[config.mk]
export PLATFORM = sky130hd
export DESIGN_NAME = gpio_cmd_master
export DESIGN_NICKNAME = d
export VERILOG_FILES = /design/src/rtl/gpio_cmd_master.sv
export SDC_FILE = /design/constraint.sdc
export NUM_CORES = 1
export LEC_CHECK = 0
export CAP_MARGIN = 10
export CORE_MARGIN = 5
export CORE_UTILIZATION = 40
export CTS_CLUSTER_SIZE = 8
export DETAILED_ROUTE_END_ITERATION = 7
export PLACE_DENSITY = 0.84
export SETUP_SLACK_MARGIN = 0.15
export SLEW_MARGIN = 20
export SYNTH_ARGS = -nofsm -noshare
export SYNTH_HDL_FRONTEND = slang
export SYNTH_SLANG_ARGS = --single-unit
[constraint.sdc]
create_clock -name i_CLK -period 4.11 [get_ports i_CLK]
set_input_delay 0.411 -clock i_CLK [delete_from_list [all_inputs] [get_ports i_CLK]]
set_output_delay 0.411 -clock i_CLK [all_outputs]
set_load 0.005 [all_outputs]
[src/rtl/gpio_cmd_master.sv]
// gpio_cmd_master
//
// Turns upstream commands into GPIO strobes for the control block. Each
// legal command loads opcode/payload onto o_GPIOctrl/o_GPIOdata, waits one
// setup cycle, then drives o_GPIOvalid high for VALID_HI cycles and low for
// VALID_LO cycles. A data request (op 3) samples i_MCUdata RESP_LAT cycles
// after the strobe rises. A go-to-run (op 4) then parks the block until the
// datapath reports end-of-process.
//
// Ports
//   i_CLK          clock, rising edge
//   i_rst          asynchronous reset, active low
//   i_cmd_valid    upstream command present
//   i_cmd_op       opcode: 0 kernel, 1 image size, 2 image pixel,
//                  3 data request, 4 go-to-run, 5..7 illegal
//   i_cmd_data     command payload
//   o_cmd_ready    block can take a command (IDLE only)
//   o_GPIOdata     payload toward the control block
//   o_GPIOctrl     opcode toward the control block
//   o_GPIOvalid    strobe the control block edge-detects
//   i_MCUdata      processed data returned by the datapath
//   i_EOP          end-of-process from the datapath
//   o_resp_data    captured read word
//   o_resp_valid   one-cycle pulse qualifying o_resp_data
//   o_run_active   high while waiting for i_EOP after go-to-run
//   o_cmd_err      one-cycle pulse when a command is rejected

module gpio_cmd_master #(
  parameter int VALID_HI = 2,
  parameter int VALID_LO = 2,
  parameter int RESP_LAT = 3
) (
  input  logic        i_CLK,
  input  logic        i_rst,
  input  logic        i_cmd_valid,
  input  logic [2:0]  i_cmd_op,
  input  logic [23:0] i_cmd_data,
  output logic        o_cmd_ready,
  output logic [23:0] o_GPIOdata,
  output logic [2:0]  o_GPIOctrl,
  output logic        o_GPIOvalid,
  input  logic [12:0] i_MCUdata,
  input  logic        i_EOP,
  output logic [12:0] o_resp_data,
  output logic        o_resp_valid,
  output logic        o_run_active,
  output logic        o_cmd_err
);

  typedef enum logic [2:0] {
    IDLE,
    SETUP,
    PULSE_HI,
    PULSE_LO,
    WAIT_EOP
  } state_t;

  // rise_cnt numbers the strobe cycles: 1 on the first high cycle, up to
  // VALID_HI+VALID_LO on the last low cycle. Both pulse phases and the read
  // sample point are decoded from it.
  localparam logic [4:0] HI_END  = 5'(VALID_HI);
  localparam logic [4:0] LO_END  = 5'(VALID_HI + VALID_LO);
  localparam logic [4:0] RESP_AT = 5'(RESP_LAT);
  localparam logic [2:0] OP_READ = 3'd3;
  localparam logic [2:0] OP_RUN  = 3'd4;

  state_t      state;
  state_t      state_next;
  logic        ready_en;
  logic        eop_seen;
  logic [4:0]  rise_cnt;
  logic        accept;
  logic        op_rejected;
  logic        start_cmd;
  logic        resp_sample;

  assign accept      = i_cmd_valid && o_cmd_ready;
  // A read is only meaningful once the datapath has finished a run.
  assign op_rejected = (i_cmd_op > OP_RUN) || ((i_cmd_op == OP_READ) && !eop_seen);
  assign start_cmd   = accept && !op_rejected;
  // o_GPIOctrl only ever holds an accepted legal opcode, so a 3 there during
  // the strobe means a legal read is in flight.
  assign resp_sample = ((state == PULSE_HI) || (state == PULSE_LO)) &&
                       (o_GPIOctrl == OP_READ) && (rise_cnt == RESP_AT);

  // State register
  always_ff @(posedge i_CLK or negedge i_rst) begin
    if (!i_rst) begin
      state <= IDLE;
    end else begin
      state <= state_next;
    end
  end

  // Next-state logic; rejected commands are accepted but never leave IDLE
  always_comb begin
    state_next = state;
    unique case (state)
      IDLE:     if (start_cmd) state_next = SETUP;
      SETUP:    state_next = PULSE_HI;
      PULSE_HI: if (rise_cnt == HI_END) state_next = PULSE_LO;
      PULSE_LO: begin
        if (rise_cnt == LO_END) begin
          state_next = (o_GPIOctrl == OP_RUN) ? WAIT_EOP : IDLE;
        end
      end
      WAIT_EOP: if (i_EOP) state_next = IDLE;
      default:  state_next = IDLE;
    endcase
  end

  // State-decoded outputs. ready_en keeps o_cmd_ready low through reset and
  // lets it rise on the first edge after release.
  always_comb begin
    o_cmd_ready  = 1'b0;
    o_GPIOvalid  = 1'b0;
    o_run_active = 1'b0;
    unique case (state)
      IDLE:     o_cmd_ready  = ready_en;
      PULSE_HI: o_GPIOvalid  = 1'b1;
      WAIT_EOP: o_run_active = 1'b1;
      default:  ;
    endcase
  end

  // Registered datapath: GPIO bus, read capture, flags and strobe counter
  always_ff @(posedge i_CLK or negedge i_rst) begin
    if (!i_rst) begin
      ready_en     <= 1'b0;
      eop_seen     <= 1'b0;
      rise_cnt     <= 5'd0;
      o_GPIOctrl   <= 3'd0;
      o_GPIOdata   <= 24'd0;
      o_resp_data  <= 13'd0;
      o_resp_valid <= 1'b0;
      o_cmd_err    <= 1'b0;
    end else begin
      ready_en     <= 1'b1;
      eop_seen     <= i_EOP || (eop_seen && !(start_cmd && (i_cmd_op == OP_RUN)));
      o_cmd_err    <= accept && op_rejected;
      o_resp_valid <= resp_sample;
      if (resp_sample) begin
        o_resp_data <= i_MCUdata;
      end
      if (start_cmd) begin
        o_GPIOctrl <= i_cmd_op;
        o_GPIOdata <= i_cmd_data;
      end
      unique case (state)
        SETUP:              rise_cnt <= 5'd1;
        PULSE_HI, PULSE_LO: rise_cnt <= rise_cnt + 5'd1;
        default:            rise_cnt <= 5'd0;
      endcase
    end
  end

endmodule
* Word-level counts from Yosys, hierarchy flattened
Cells that the tools add are included.
** Word-level totals
- Register bits after elaboration :: 52
- Input bits :: 44
- Output and inout port bits :: 45
- Logic and storage cells :: 53
** Operators by class
- Add/subtract/negate cells :: 1
- $lt $le $gt $ge :: 1
- Equality and inequality tests :: 15
- Mux-type cells :: 10
- Reduce and logical (&&, ||, !) cells :: 17
** Operators by type and width (number)
- $mux W3 :: 5
- $pmux W3 S5 :: 1
- $eq A3 B2 Y1 const B :: 4
- $eq A5 B2 Y1 const B :: 2
- $pmux W5 S2 :: 1
- $eq A3 B3 Y1 const B :: 3
- $logic_and A1 B1 Y1 :: 8
- $add A5 B1 Y5 const B :: 1
- $eq A5 B3 Y1 const B :: 1
- $ne A2 B1 Y1 const B :: 2
- $ne A2 B2 Y1 const B :: 2
- $reduce_and A4 Y1 :: 1
- $eq A3 B1 Y1 const B :: 1
- $gt A3 B3 Y1 const B :: 1
- $logic_not A1 Y1 :: 3
- $logic_not A3 Y1 :: 1
- $logic_or A1 B1 Y1 :: 3
- $mux W1 :: 3
- $reduce_or A2 Y1 :: 1

* Longest topological paths before layout
- Depth after elaboration :: 9
- Depth in mapped cells :: 5
- Gate-level depth less buffers :: 5

* Worst setup path before layout
OpenSTA, ideal clock, no wires.
- Path type :: reg2reg
- Start :: reg state[2]
- End :: reg o_GPIOctrl[0]
- Setup time :: 125 ps
- Arrival time :: 1574 ps
- Data required time :: 3985 ps
- Slack :: 2410 ps
- Cell stages (with the launch flop) :: 6
- Buffers on the path :: 1
- Clock period less this slack :: 1700 ps
- Cell sequence :: dfrtp_1 -> nor4b_4 -> nand2_4 -> nor2_8 -> buf_12 -> mux2_4
** On the way
- Cells in the longest elaborated chain, start to end :: 4
** Ends and longest elaborated chain
- from (decl) :: line 67 : state_t state;
- from (signal assigned) :: line 91 : state <= state_next;
- $logic_not A3 Y1 :: line 118 : unique case (state)
- $mux W1 :: line 118
- net o_cmd_ready :: line 38 : output logic o_cmd_ready,
- $logic_and A1 B1 Y1 :: line 77 : assign accept = i_cmd_valid && o_cmd_ready;
- $logic_and A1 B1 Y1 :: line 80 : assign start_cmd = accept && !op_rejected;
- to (signal assigned) :: line 146 : o_GPIOctrl <= i_cmd_op;
- to (decl) :: line 40 : output logic [2:0] o_GPIOctrl,
The timed path passes the listed nets, and every way through them passes these cells.
A chain may end at the register's enable or synchronous reset.

* Final worst setup path
- Start :: reg state[2]
- End :: reg o_resp_data[0]
** On the way
- Cells in the longest elaborated chain, start to end :: 4
- Elaborated cells between the ends (all ways) :: 5
- Those cells by class :: eq/ne: 2; reduce/logical: 3
** Ends and longest elaborated chain
- $eq A3 B2 Y1 :: line 83 : assign resp_sample = ((state == PULSE_HI) || (state == PULSE_LO)) &&
- $logic_or A1 B1 Y1 * :: line 83
- $logic_and A1 B1 Y1 * :: line 83
- $logic_and A1 B1 Y1 * :: line 84 : (o_GPIOctrl == OP_READ) && (rise_cnt == RESP_AT);
- to (signal assigned) :: line 143 : o_resp_data <= i_MCUdata;
- to (decl) :: line 44 : output logic [12:0] o_resp_data,
Every way passes the cells marked *; elsewhere a longest branch is shown, timed or not.

==> flow_summary.rst <==
.. list-table::
   :header-rows: 1

   * - Metric
     - Value
   * - Run status
     - complete, no violations
   * - Final hold viol count
     - 0
   * - EDFF count, synth
     - 0
   * - Area leader, netlist
     - sky130_fd_sc_hd__dfrtp_1
   * - Highest achievable clock rate
     - around 0.43 GHz
   * - Switching part of the total power
     - 27.60%
   * - Classification of the worst-slack hold path
     - in2async
   * - Initial Util
     - between 40% and 50%
   * - Clock buffer count from CTS
     - 5
   * - Resized cells post-CTS
     - 0
   * - Detail-routed net length per standard cell
     - 15.46 um
   * - Total of endpoints with negative setup slack in the final report
     - 0
   * - Grt ovf
     - 0
   * - Clock buffer depth
     - 2
   * - Die Y
     - 85.27 um
   * - Core area
     - around 5500 um2
   * - Synthesis warning total
     - 0
   * - Flip-flop and latch count after synthesis
     - 52
   * - Proportion of register bits with asynchronous set or reset after synthesis
     - between 90% and 100%
   * - CTS HTree Levels
     - 2
   * - Post-detailed-route via-to-cell ratio
     - about 4.7
   * - Area fraction in compound gates after synthesis
     - under 10%
   * - Power per standard cell area
     - about 610 nW/um2
   * - DRC errors left
     - 0
   * - Worst setup path category
     - reg2reg
   * - Synth Net Count
     - about 190
   * - Period utilisation layout
     - a little under three fifths
   * - Slew at the pin closest to its max-slew limit
     - around 1100 ps
   * - Data arrival at the endpoint of the critical path
     - between 2000 and 3000 ps
   * - First-pass GRT wire length
     - around 7.7 mm
   * - Antenna diode count
     - 0
   * - Total routed wirelength
     - approximately 4.8 mm
   * - DR pass1 iterations
     - 4
   * - Width of the die
     - 85.27 um
   * - Lkg Pwr
     - between 1 and 1.5 nW
   * - Unique cell type count in the Yosys netlist
     - 34
   * - Clock network fraction of design power
     - between 10% and 20%
   * - MaxCap Viol Count
     - 0
   * - CTS hold repair buffers
     - 0
   * - Overall routing resource usage
     - approximately an eighth
   * - Total instance count after detailed placement
     - between 300 and 400
   * - Clock transition at the register clock pins on the worst setup and hold paths after CTS
     - roughly 90 ps
   * - Top area cells in the synthesized netlist
     - sky130_fd_sc_hd__dfrtp_1 (57%), sky130_fd_sc_hd__mux2_4 (20%), sky130_fd_sc_hd__mux2_2 (4.5%)
   * - Total area of sequential cells
     - between 1000 and 1500 um2
   * - Power spent charging and discharging nets
     - ~0.55 mW
   * - Mux cell area share after synthesis
     - 24.35%
   * - Simple-gate area share of the yosys netlist
     - just under 9%
   * - TritonCTS clock tree
     - yes
   * - Post-synthesis average cell area
     - 15.74 um2
   * - Pin count of the biggest net entering global routing
     - 53
   * - Layout Area Growth over Synthesis
     - 44.17%
   * - Ratio of cells with drive above 1 in the final layout
     - a little under a quarter
   * - Die area
     - roughly 7300 um2
   * - Clock insertion delay at the later pin of the skew report
     - ~300 ps
   * - Final non-filler cell total
     - 309
   * - Number of cells produced by synthesis
     - between 100 and 150
   * - Total number of nets in the final design
     - between 200 and 300
   * - HPWL after detailed placement
     - between 3 and 4 mm
   * - Startpoint type of the worst setup path
     - register
   * - DRC marker count from the first detailed-route iteration
     - 28
   * - Number of clock sinks seen by CTS
     - 52
   * - Register share of total power
     - 43.0%
   * - Combinational Power Share
     - ~43%
   * - Number of antenna violations at the first check in global routing
     - 0
   * - Primary flip-flop cell chosen by synthesis mapping
     - sky130_fd_sc_hd__dfrtp_1
   * - Clock root cell
     - sky130_fd_sc_hd__clkbuf_8
   * - Endpoint class of the critical path
     - register
   * - RePlAce Congestion
     - 0.7530
   * - Final min period
     - 2333 ps
   * - Remaining number of nets flagged by the antenna check after routing
     - 0
   * - Site row count
     - 27
   * - Via count
     - 1449
   * - IR Drop Worst-Case VDD
     - around 290 uV
   * - Port Buffers
     - a little under 90
   * - Clock tree skew after final layout
     - about 7.5 ps
   * - Worst relative slew slack
     - between 20 and 30%
   * - Synthesized area
     - approximately 2300 um2
   * - Highest fanout seen on the critical path
     - 13
   * - Post-synth top area share
     - a little under three fifths
   * - Post-synthesis share of cell area spent on full adders, half adders and majority gates
     - around 1.7%
   * - Sequential fraction of the synthesis area
     - between 50% and 60%
   * - CP required
     - 4300 ps
   * - Setup repair after global routing missed its margin
     - no
   * - Most common cell in the synthesized netlist
     - sky130_fd_sc_hd__dfrtp_1
   * - Largest family of logic cells by synthesized area
     - multiplexers
   * - Synthesized-area fraction occupied by xor and xnor cells
     - under 10%
   * - Vias in the first global route
     - between 1500 and 2000
   * - Multi-input combinational cell area
     - roughly 880 um2
   * - Internal Dissipation
     - 1.452 mW
   * - Number of buffers inserted to repair setup after CTS
     - 0
   * - Ports
     - slightly below 90
   * - Setup tns final
     - 0 ps
   * - Number of max-slew violations in the final report
     - 0
   * - Layout fillers
     - about 440
   * - Most instantiated cells after synthesis
     - sky130_fd_sc_hd__dfrtp_1 (52), sky130_fd_sc_hd__mux2_4 (30), sky130_fd_sc_hd__mux2_2 (9), sky130_fd_sc_hd__nor2_1 (8), sky130_fd_sc_hd__nand2_1 (5)
layout make-up:
type | instances | area share (%)
repair buffers | 89 | 27.04
clock buffers | 7 | 2.643
flip-flops and latches | 52 | 39.83
multi-input cells | 84 | 27.04
inverters | 4 | 0.4596
clock inverters | 1 | 0.2298
well taps | 72 | 2.758
worst paths after layout:
kind | depth (start not counted) | startpoint | slack (ps) | end
worst max-delay path | 3 | state[2] | 1780 | o_resp_data[0]
worst max register to register | 3 | state[2] | 1780 | o_resp_data[0]
min in group i_CLK | 1 | o_GPIOdata[18] | 510 | o_GPIOdata[18]
worst min-delay path | 2 | i_rst | 220 | o_resp_data[4]
worst min register to register | 1 | o_GPIOdata[18] | 510 | o_GPIOdata[18]
max in group asynchronous | 2 | i_rst | 3460 | state[1]
metrics by stage:
stage	util, %	setup slack, ps	hold slack [ps]	cell area (um2)	power, mW
floorplan	-	2410	115.4	2266	1.256
finish	59.33	1777	220.4	3267	2.006
global placement	57.62	1799	490.4	3173	1.710
global route	59.33	1645	275.8	3267	2.133
detailed placement	57.62	1773	492.0	3173	1.734
CTS	59.33	1756	240.1	3267	2.041
placed cells by master, fill, tap and decap left out, types with 2 or more instances in the layout:
cell | synthesis | routed
sky130_fd_sc_hd__clkbuf_8 | 0 | 6
sky130_fd_sc_hd__nand3_1 | 3 | 3
sky130_fd_sc_hd__dfrtp_1 | 52 | 52
sky130_fd_sc_hd__nor2_1 | 8 | 8
sky130_fd_sc_hd__xor2_1 | 2 | 2
sky130_fd_sc_hd__mux2_2 | 9 | 9
sky130_fd_sc_hd__inv_1 | 4 | 4
sky130_fd_sc_hd__ha_1 | 3 | 3
sky130_fd_sc_hd__nand3b_1 | 2 | 2
sky130_fd_sc_hd__nand2_1 | 5 | 5
sky130_fd_sc_hd__mux2_4 | 30 | 30
sky130_fd_sc_hd__o21ai_0 | 2 | 2
sky130_fd_sc_hd__clkdlybuf4s50_1 | 0 | 87
flip-flops by register name, summed over array words and instances (netlist names):
| name | flops |
|---|---|
| o_resp_data | 13 |
| o_resp_valid | 1 |
| state | 3 |
| o_GPIOctrl | 3 |
| rise_cnt | 5 |
| o_GPIOdata | 24 |
| eop_seen | 1 |
| o_cmd_err | 1 |
| ready_en | 1 |
critical path, stage by stage, from the launching register on:
cell,delay (ps)
sky130_fd_sc_hd__dfrtp_1,460
sky130_fd_sc_hd__nand2b_1,350
sky130_fd_sc_hd__nor4_4,990
sky130_fd_sc_hd__mux2_2,420
layer usage:
layer,vias up,share of wire [%],wire length [um],GRT usage (%)
met5,-,0,0,0
met4,0,0.86,41,3.885
met3,5,7.5,360,4.563
met2,62,45,2141,19.77
met1,703,47,2233,18.49
li1,679,-,-,-
power by group through the flow:
stage | sequential (mW) | combinational, mW | clock [mW]
detailed placement | 0.869 | 0.865 | 0
global route | 0.892 | 0.914 | 0.327
CTS | 0.864 | 0.869 | 0.308
global placement | 0.869 | 0.842 | 0
floorplan | 0.865 | 0.391 | 0
finish | 0.862 | 0.852 | 0.292
logic make-up after synthesis:
| kind of cell | after synthesis |
|---|---|
| AOI/OAI and AO/OA | 9 |
| adders and majority gates | 3 |
| other | 1 |
| buffers and inverters | 8 |
| DFF | 52 |
| muxes | 39 |
| xor gates and xnor gates | 3 |
| and+or+nand+nor | 29 |
No activity file was read; power rests on OpenSTA's default activity.
